[config.mk]
export PLATFORM = sky130hd
export DESIGN_NAME = crc_frame_stream
export DESIGN_NICKNAME = d
export VERILOG_FILES = /design/src/rtl/crc_stream_pkg.sv /design/src/rtl/crc_byte_engine.sv /design/src/rtl/crc_frame_stream.sv
export SDC_FILE = /design/constraint.sdc
export NUM_CORES = 1
export LEC_CHECK = 0
export ABC_AREA = 0
export ABC_CLOCK_PERIOD_IN_PS = 5980
export CORE_ASPECT_RATIO = 1.5
export CORE_MARGIN = 1.5
export CORE_UTILIZATION = 35
export CTS_CLUSTER_DIAMETER = 100
export DETAILED_ROUTE_END_ITERATION = 10
export PLACE_DENSITY = 0.68
export SLEW_MARGIN = 20
export SYNTH_ARGS = -nofsm -noshare
export SYNTH_HDL_FRONTEND = slang
export SYNTH_HIERARCHICAL = 1
export SYNTH_SLANG_ARGS = --single-unit
export TNS_END_PERCENT = 30
[constraint.sdc]
create_clock -name clk -period 5.98 [get_ports clk]
set_input_delay 1.794 -clock clk [delete_from_list [all_inputs] [get_ports clk]]
set_output_delay 1.794 -clock clk [all_outputs]
set_load 0.02 [all_outputs]
[src/rtl/crc_stream_pkg.sv]
// Shared types and constants for the CRC framer/checker stream block.
package crc_stream_pkg;

    typedef enum logic {
        ST_PAYLOAD = 1'b0,
        ST_CRC_OUT = 1'b1
    } state_t;

    localparam int MODE_TX = 0;
    localparam int MODE_RX = 1;

    function automatic int crc_bytes(input int crc_w);
        return crc_w / 8;
    endfunction

endpackage

[src/rtl/crc_byte_engine.sv]
// One-byte CRC update, MSB-first, non-reflected, unrolled over the 8 data bits.
module crc_byte_engine #(
    parameter int               CRC_W      = 8,
    parameter logic [CRC_W-1:0] POLYNOMIAL = CRC_W'(8'h07)
) (
    input  logic [CRC_W-1:0] crc_i,
    input  logic [7:0]       data_i,
    output logic [CRC_W-1:0] crc_o
);

    always_comb begin
        crc_o = crc_i;
        for (int i = 7; i >= 0; i--) begin
            if (crc_o[CRC_W-1] ^ data_i[i]) begin
                crc_o = (crc_o << 1) ^ POLYNOMIAL;
            end else begin
                crc_o = crc_o << 1;
            end
        end
    end

endmodule

[src/rtl/crc_frame_stream.sv]
// CRC framer (TX: append CRC) / checker (RX: verify trailing CRC) on a zero-latency valid/ready byte stream.
//  state      | meaning
//  ST_PAYLOAD | payload bytes pass through, CRC register accumulates
//  ST_CRC_OUT | CRC register frozen; TX emits CRC bytes, RX compares incoming CRC bytes
module crc_frame_stream
    import crc_stream_pkg::*;
#(
    parameter int               CRC_W         = 8,
    parameter logic [CRC_W-1:0] POLYNOMIAL    = CRC_W'(8'h07),
    parameter logic [CRC_W-1:0] INITIAL       = CRC_W'(8'hFF),
    parameter int               PAYLOAD_BYTES = 8,
    parameter int               MODE          = MODE_TX
) (
    input  logic        clk,
    input  logic        reset_n,
    input  logic        sync_i,
    input  logic [7:0]  s_data,
    input  logic        s_valid,
    output logic        s_ready,
    output logic [7:0]  m_data,
    output logic        m_valid,
    input  logic        m_ready,
    output logic        m_last,
    output logic [7:0]  byte_counter,
    output logic        frame_ok,
    output logic        frame_err,
    output logic [15:0] err_count
);

    localparam int CRC_BYTES = crc_bytes(CRC_W);
    localparam int TOTAL     = PAYLOAD_BYTES + CRC_BYTES;

    state_t             state_q, state_d;
    logic [8:0]         cnt_q, cnt_d;
    logic [CRC_W-1:0]   crc_q, crc_d;
    logic               mism_q, mism_d;
    logic               ok_q, ok_d;
    logic               err_q, err_d;
    logic [15:0]        err_cnt_q, err_cnt_d;

    logic [CRC_W-1:0]   crc_upd;
    logic [CRC_W-1:0]   crc_restart;
    logic [8:0]         crc_idx;
    logic [7:0]         crc_byte;
    logic               last_beat;
    logic               xfer;
    logic               s_acc;

    crc_byte_engine #(.CRC_W(CRC_W), .POLYNOMIAL(POLYNOMIAL)) u_eng_run (
        .crc_i  (crc_q),
        .data_i (s_data),
        .crc_o  (crc_upd)
    );

    // Separate engine seeded with INITIAL so a beat coinciding with sync_i starts a fresh frame.
    crc_byte_engine #(.CRC_W(CRC_W), .POLYNOMIAL(POLYNOMIAL)) u_eng_sync (
        .crc_i  (INITIAL),
        .data_i (s_data),
        .crc_o  (crc_restart)
    );

    assign crc_idx   = cnt_q - 9'(PAYLOAD_BYTES);
    assign last_beat = (state_q == ST_CRC_OUT) && (cnt_q == 9'(TOTAL - 1));

    always_comb begin
        crc_byte = 8'h00;
        for (int b = 0; b < CRC_BYTES; b++) begin
            if (crc_idx == 9'(b)) crc_byte = crc_q[CRC_W-1-8*b -: 8];
        end
    end

    always_ff @(posedge clk) begin
        if (!reset_n) begin
            state_q   <= ST_PAYLOAD;
            cnt_q     <= '0;
            crc_q     <= INITIAL;
            mism_q    <= 1'b0;
            ok_q      <= 1'b0;
            err_q     <= 1'b0;
            err_cnt_q <= '0;
        end else begin
            state_q   <= state_d;
            cnt_q     <= cnt_d;
            crc_q     <= crc_d;
            mism_q    <= mism_d;
            ok_q      <= ok_d;
            err_q     <= err_d;
            err_cnt_q <= err_cnt_d;
        end
    end

    always_comb begin
        state_d   = state_q;
        cnt_d     = cnt_q;
        crc_d     = crc_q;
        mism_d    = mism_q;
        ok_d      = 1'b0;
        err_d     = 1'b0;
        err_cnt_d = err_cnt_q;
        m_data    = s_data;
        m_valid   = s_valid;
        s_ready   = m_ready;
        m_last    = 1'b0;

        if (state_q == ST_CRC_OUT) begin
            m_last = last_beat;
            if (MODE == MODE_TX) begin
                s_ready = 1'b0;
                m_valid = 1'b1;
                m_data  = crc_byte;
            end
        end

        xfer  = m_valid & m_ready;
        s_acc = s_valid & s_ready;

        if (xfer) begin
            if (state_q == ST_PAYLOAD) begin
                crc_d = crc_upd;
                cnt_d = cnt_q + 9'd1;
                if (cnt_q == 9'(PAYLOAD_BYTES - 1)) state_d = ST_CRC_OUT;
            end else begin
                if (MODE == MODE_RX && s_data != crc_byte) mism_d = 1'b1;
                if (last_beat) begin
                    state_d = ST_PAYLOAD;
                    cnt_d   = '0;
                    crc_d   = INITIAL;
                    mism_d  = 1'b0;
                    if (MODE == MODE_RX) begin
                        if (mism_q || s_data != crc_byte) err_d = 1'b1;
                        else                              ok_d  = 1'b1;
                    end
                end else begin
                    cnt_d = cnt_q + 9'd1;
                end
            end
        end

        if (sync_i) begin
            ok_d   = 1'b0;
            err_d  = 1'b0;
            mism_d = 1'b0;
            if (s_acc) begin
                cnt_d   = 9'd1;
                crc_d   = crc_restart;
                state_d = (PAYLOAD_BYTES == 1) ? ST_CRC_OUT : ST_PAYLOAD;
            end else begin
                cnt_d   = '0;
                crc_d   = INITIAL;
                state_d = ST_PAYLOAD;
            end
        end

        if (err_d && err_cnt_q != 16'hFFFF) err_cnt_d = err_cnt_q + 16'd1;
    end

    assign byte_counter = cnt_q[7:0];
    assign frame_ok     = (MODE == MODE_RX) ? ok_q  : 1'b0;
    assign frame_err    = (MODE == MODE_RX) ? err_q : 1'b0;
    assign err_count    = (MODE == MODE_RX) ? err_cnt_q : 16'h0000;

endmodule
======== Word-level counts from Yosys, hierarchy flattened ========
Cells that the tools add are included.
Widths: inputs -> output; s select.
word-level totals
  bits in registers ....................... 18
  output and inout port bits .............. 37
cells by class
  add/subtract/negate cells ............... 2
  equal/unequal tests ..................... 3
  mux-type cells .......................... 34
  bitwise gates (word level) .............. 33
  reductions and logical operators ........ 5
operators with widths
  cell                 count
  $mux 8               7
  $mux 3               16
  $not 3->3            15
  $mux 9               4
  $xor 1x1->1          10
  $add 9x1->9 const B  1
  $eq 9x3->1 const B   1
  $eq 9x4->1 const B   1
  $logic_not 9->1      1
  $sub 9x4->9 const B  1
  $mux 1               7
  $xor 1x1->1 const A  5
  $ne 3x2->1 const B   1
  $and 1x1->1          2
  $reduce_and 2->1     1
  $reduce_bool 2->1    1
  $reduce_or 2->1      1
  $logic_and 1x1->1    1
  $not 1->1            1

======== Longest topological paths before layout ========
  depth after elaboration ................. 19
  mapped depth ............................ 6
  mapped depth without buffers ............ 6

======== Modules after synthesis ========
The synthesis kept the hierarchy.
by module, submodules not included
  module            instances  cells each  area an instance (µm²)
  crc_frame_stream  1          154         1295.0
  crc_byte_engine   2          21          183.9

======== Worst setup path after synthesis ========
OpenSTA, ideal clock, no wires.
  path kind ............................... input port to output port
  from .................................... in m_ready
  to ...................................... out s_ready
  arrival ................................. 2.152 ns
  data required time ...................... 4.186 ns
  path slack .............................. 2.034 ns
  cell stages on the path ................. 1
  path buffers ............................ 0
  cell sequence ........................... nor2b_1
between the ends
  word-level cells in the longest chain between the ends .. 1
ends and longest elaborated chain
  what         RTL line                 RTL
  from (decl)  crc_frame_stream.sv:22   input logic m_ready,
  $mux 1       crc_frame_stream.sv:105  if (state_q == ST_CRC_OUT) begin
  to (decl)    crc_frame_stream.sv:19   output logic s_ready,
No other way between the ends.

======== Worst setup path after layout ========
Same ends and word-level chain as after synthesis.

==> results.py <==
metrics = {
    "run_status": {
        "outcome": "finished clean",
    },
    "finish": {
        "fin_nets": 243,
        "n_fill_cell": 482,
        "layout_commonest_cell": "xnor2_1",
        "final_core_util": 0.438,
        "finalInstanceArea_mm2": 0.00199,
        "areaGrowthSynthToFinish_pct": 19.6,
        "drive_above_1_share": 0.0622,
        "final_cell_mix": "xnor2_1 (32), clkdlybuf4s50_1 (31), conb_1 (26), xor2_1 (18), dfxtp_1 (18)",
        "num_antenna_cells": 0,
    },
    "setup_path": {
        "crit_path_max_incr_delay_ns": 0.62,
        "worstPathRequired_ns": 4.19,
        "crit_type": "in -> out",
        "start_kind": "input pin",
        "crit_arrival_ns": 3.12,
        "path_cells": "clkdlybuf4s50_1, nor2b_1, clkdlybuf4s50_1",
        "crit_slowest_cell": "clkdlybuf4s50_1",
        "worstPathMaxFanout": 5,
        "cp_common_cell": "clkdlybuf4s50_1",
        "crit_path_end_kind": "primary output",
    },
    "hold_path": {
        "hold_class": "reg -> reg",
    },
    "logic_synthesis": {
        "synth-compound-area-share": 0.210,
        "synth_top_family_by_area": "XOR/XNOR gates",
        "ys_ff_latch": 18,
        "synth_area_per_cell_um2": 8.48,
        "yosysSeqAreaShare": 0.217,
        "yosysWarningCount": 6,
        "synth_cell_types": 36,
        "synthAdderAreaFrac": 0.0301,
        "synthMuxAreaShare": 0,
        "synth-simple-area-share": 0.135,
        "synth-xor-area-share": 0.263,
        "syn_inst": 196,
        "syn-cell-area_mm2": 0.00166,
    },
    "floorplan": {
        "core-area_mm2": 0.00454,
        "die_w_um": 59.3,
        "fp.dieH_um": 87.4,
        "dieArea_mm2": 0.00518,
        "start_util": 0.366,
        "row_count": 30,
        "boundaryPins": 50,
    },
    "clock_network": {
        "numCtsBuffers": 3,
        "postCtsHoldBufs": 0,
        "htreeDepth": 1,
        "clockBufferDepth": 2,
        "tritoncts": "yes",
        "post_cts_buffers": 0,
        "clk_pin_slew_ns": 0.07,
        "cts_resized": 0,
        "clk_latency_ns": 0.26,
        "cts_sinks": 18,
        "cts-root-buf": "clkbuf_8",
    },
    "drt": {
        "wl_per_cell_um": 13.5,
        "num_vias": 1385,
        "via_per_inst": 4.79,
        "drt-total-wl_um": 3890,
        "ant_nets": 0,
        "dr.pass1.iters": 4,
        "drt_iter0_drc": 52,
        "drc": 0,
    },
    "place": {
        "port_buffers": 31,
        "hpwl_um": 2830,
        "gp_congestion": 0.847,
        "post_dp_cell_area_mm2": 0.00193,
        "place_worst_setup_slack_ns": 1.06,
    },
    "global_routing": {
        "grt_max_degree": 28,
        "grt_overflow_total": 0,
        "antenna_found_initial": 0,
        "grt.total_usage": 0.156,
        "grt_pass1_wl_um": 6230,
        "grt_pass1_vias": 1350,
    },
    "power_and_ir_drop": {
        "p_leak_uw": 0.000712,
        "p_total_uw": 378,
        "powerDensity_mw_per_mm2": 190,
        "vdd_drop_max_uv": 74.6,
    },
    "sta": {
        "fin_skew_ns": 0.00649,
        "min_period_ns": 4.91,
        "rsz0062_at_grt": "no",
        "post-route-period-util": 0.821,
        "setup_viol_count_final": 0,
        "hold_viol_final": 0,
        "max-slew-margin-rel": 0.355,
        "tightestPinTransition_ns": 0.960,
        "tns_ns": 0,
        "max_freq_mhz": 204,
        "slew_violations": 0,
        "final.setup.worst_slack_ns": 1.07,
    },
    "run": {
        "cap_violations": 0,
    },
}
final cells by class:
| class | instances | area (um2) | share of cell area |
|---|---|---|---|
| Clock buffer | 4 | 55.1 | 0.0277 |
| Inverter | 6 | 22.5 | 0.0113 |
| Multi-Input combinational cell | 166 | 1160 | 0.583 |
| Sequential cell | 18 | 360 | 0.181 |
| Tap cell | 64 | 80.1 | 0.0403 |
| Timing Repair Buffer | 31 | 310 | 0.156 |
cell families after synthesis:
kind of cell	count (synthesis)
XOR/XNOR	50
AO/OA/AOI/OAI	49
AND/OR/NAND/NOR	37
buffers and inverters	36
flip-flops	18
adder cells (fa/ha/maj)	4
other	2
final timing paths:
check | startpoint | end | slack, ns | cells after the start
min reg2reg | crc_q[1]$_SDFFE_PN1P_ | crc_q[1]$_SDFFE_PN1P_ | 0.55 | 2
min | crc_q[1]$_SDFFE_PN1P_ | crc_q[1]$_SDFFE_PN1P_ | 0.55 | 2
max | m_ready | s_ready | 1.07 | 3
max reg2reg | cnt_q[0]$_SDFFE_PN0P_ | crc_q[5]$_SDFFE_PN1P_ | 4.20 | 6
state kept, by name (all words and copies together) (netlist names):
register	flops
crc_q	8
cnt_q	9
state_q	1
routing by layer:
metal  share of wire  routed length (um)  global-route usage  up-vias
met4          0.0098                  38              0.0640        0
li1                -                   -                   -      681
met3           0.045                 174              0.0178        4
met1            0.42                1620               0.193      649
met2            0.53                2060               0.268       51
met5               0                   0                   0        -
cell usage after synthesis (all sizes together):
cell type  number  area, um2
xnor2          32        280
buf            26        195
dfxtp          18        360
xor2           18        158
o21ai          12       60.1
a21oi          11       58.8
nor2            9       33.8
nor2b           9       56.3
a211oi          8       60.1
a22o            8       70.1
inv             5       18.8
clkbuf          4       15.0
ha              4       50.1
nand2           4       15.0
o2111ai         3       26.3
and3            2       12.5
and4            2       18.8
conb            2       7.51
nand2b          2       12.5
nor3            2       15.0
o211ai          2       15.0
or2             2       12.5
or4             2       22.5
a21o            1       8.76
a2bb2oi         1       8.76
clkinv          1       3.75
nand3           1       5.00
nand4b          1       8.76
nor4            1       12.5
o21a            1       7.51
o311ai          1       26.3
o31ai           1       7.51
report_power, final:
| part | leakage, uW | internal, uW | switching [uW] |
|---|---|---|---|
| clock network | 0.0000288 | 58.6 | 44.2 |
| logic | 0.000536 | 69.3 | 76.2 |
| registers | 0.000146 | 125 | 5.35 |
through the flow:
step / hold WS (ns) / instances
finish: 0.549 / 289
global route: 0.592 / 289
CTS: 0.552 / 289
detailed placement: 0.539 / 285
global placement: 0.532 / 285
floorplan: 0.507 / 220
worst max-delay path: cells and delay by family:
family | cells | cell delay [ns]
buffers and inverters | 2 | 1.14
and+or+nand+nor | 1 | 0.18
(Power assumes the default switching activity.)
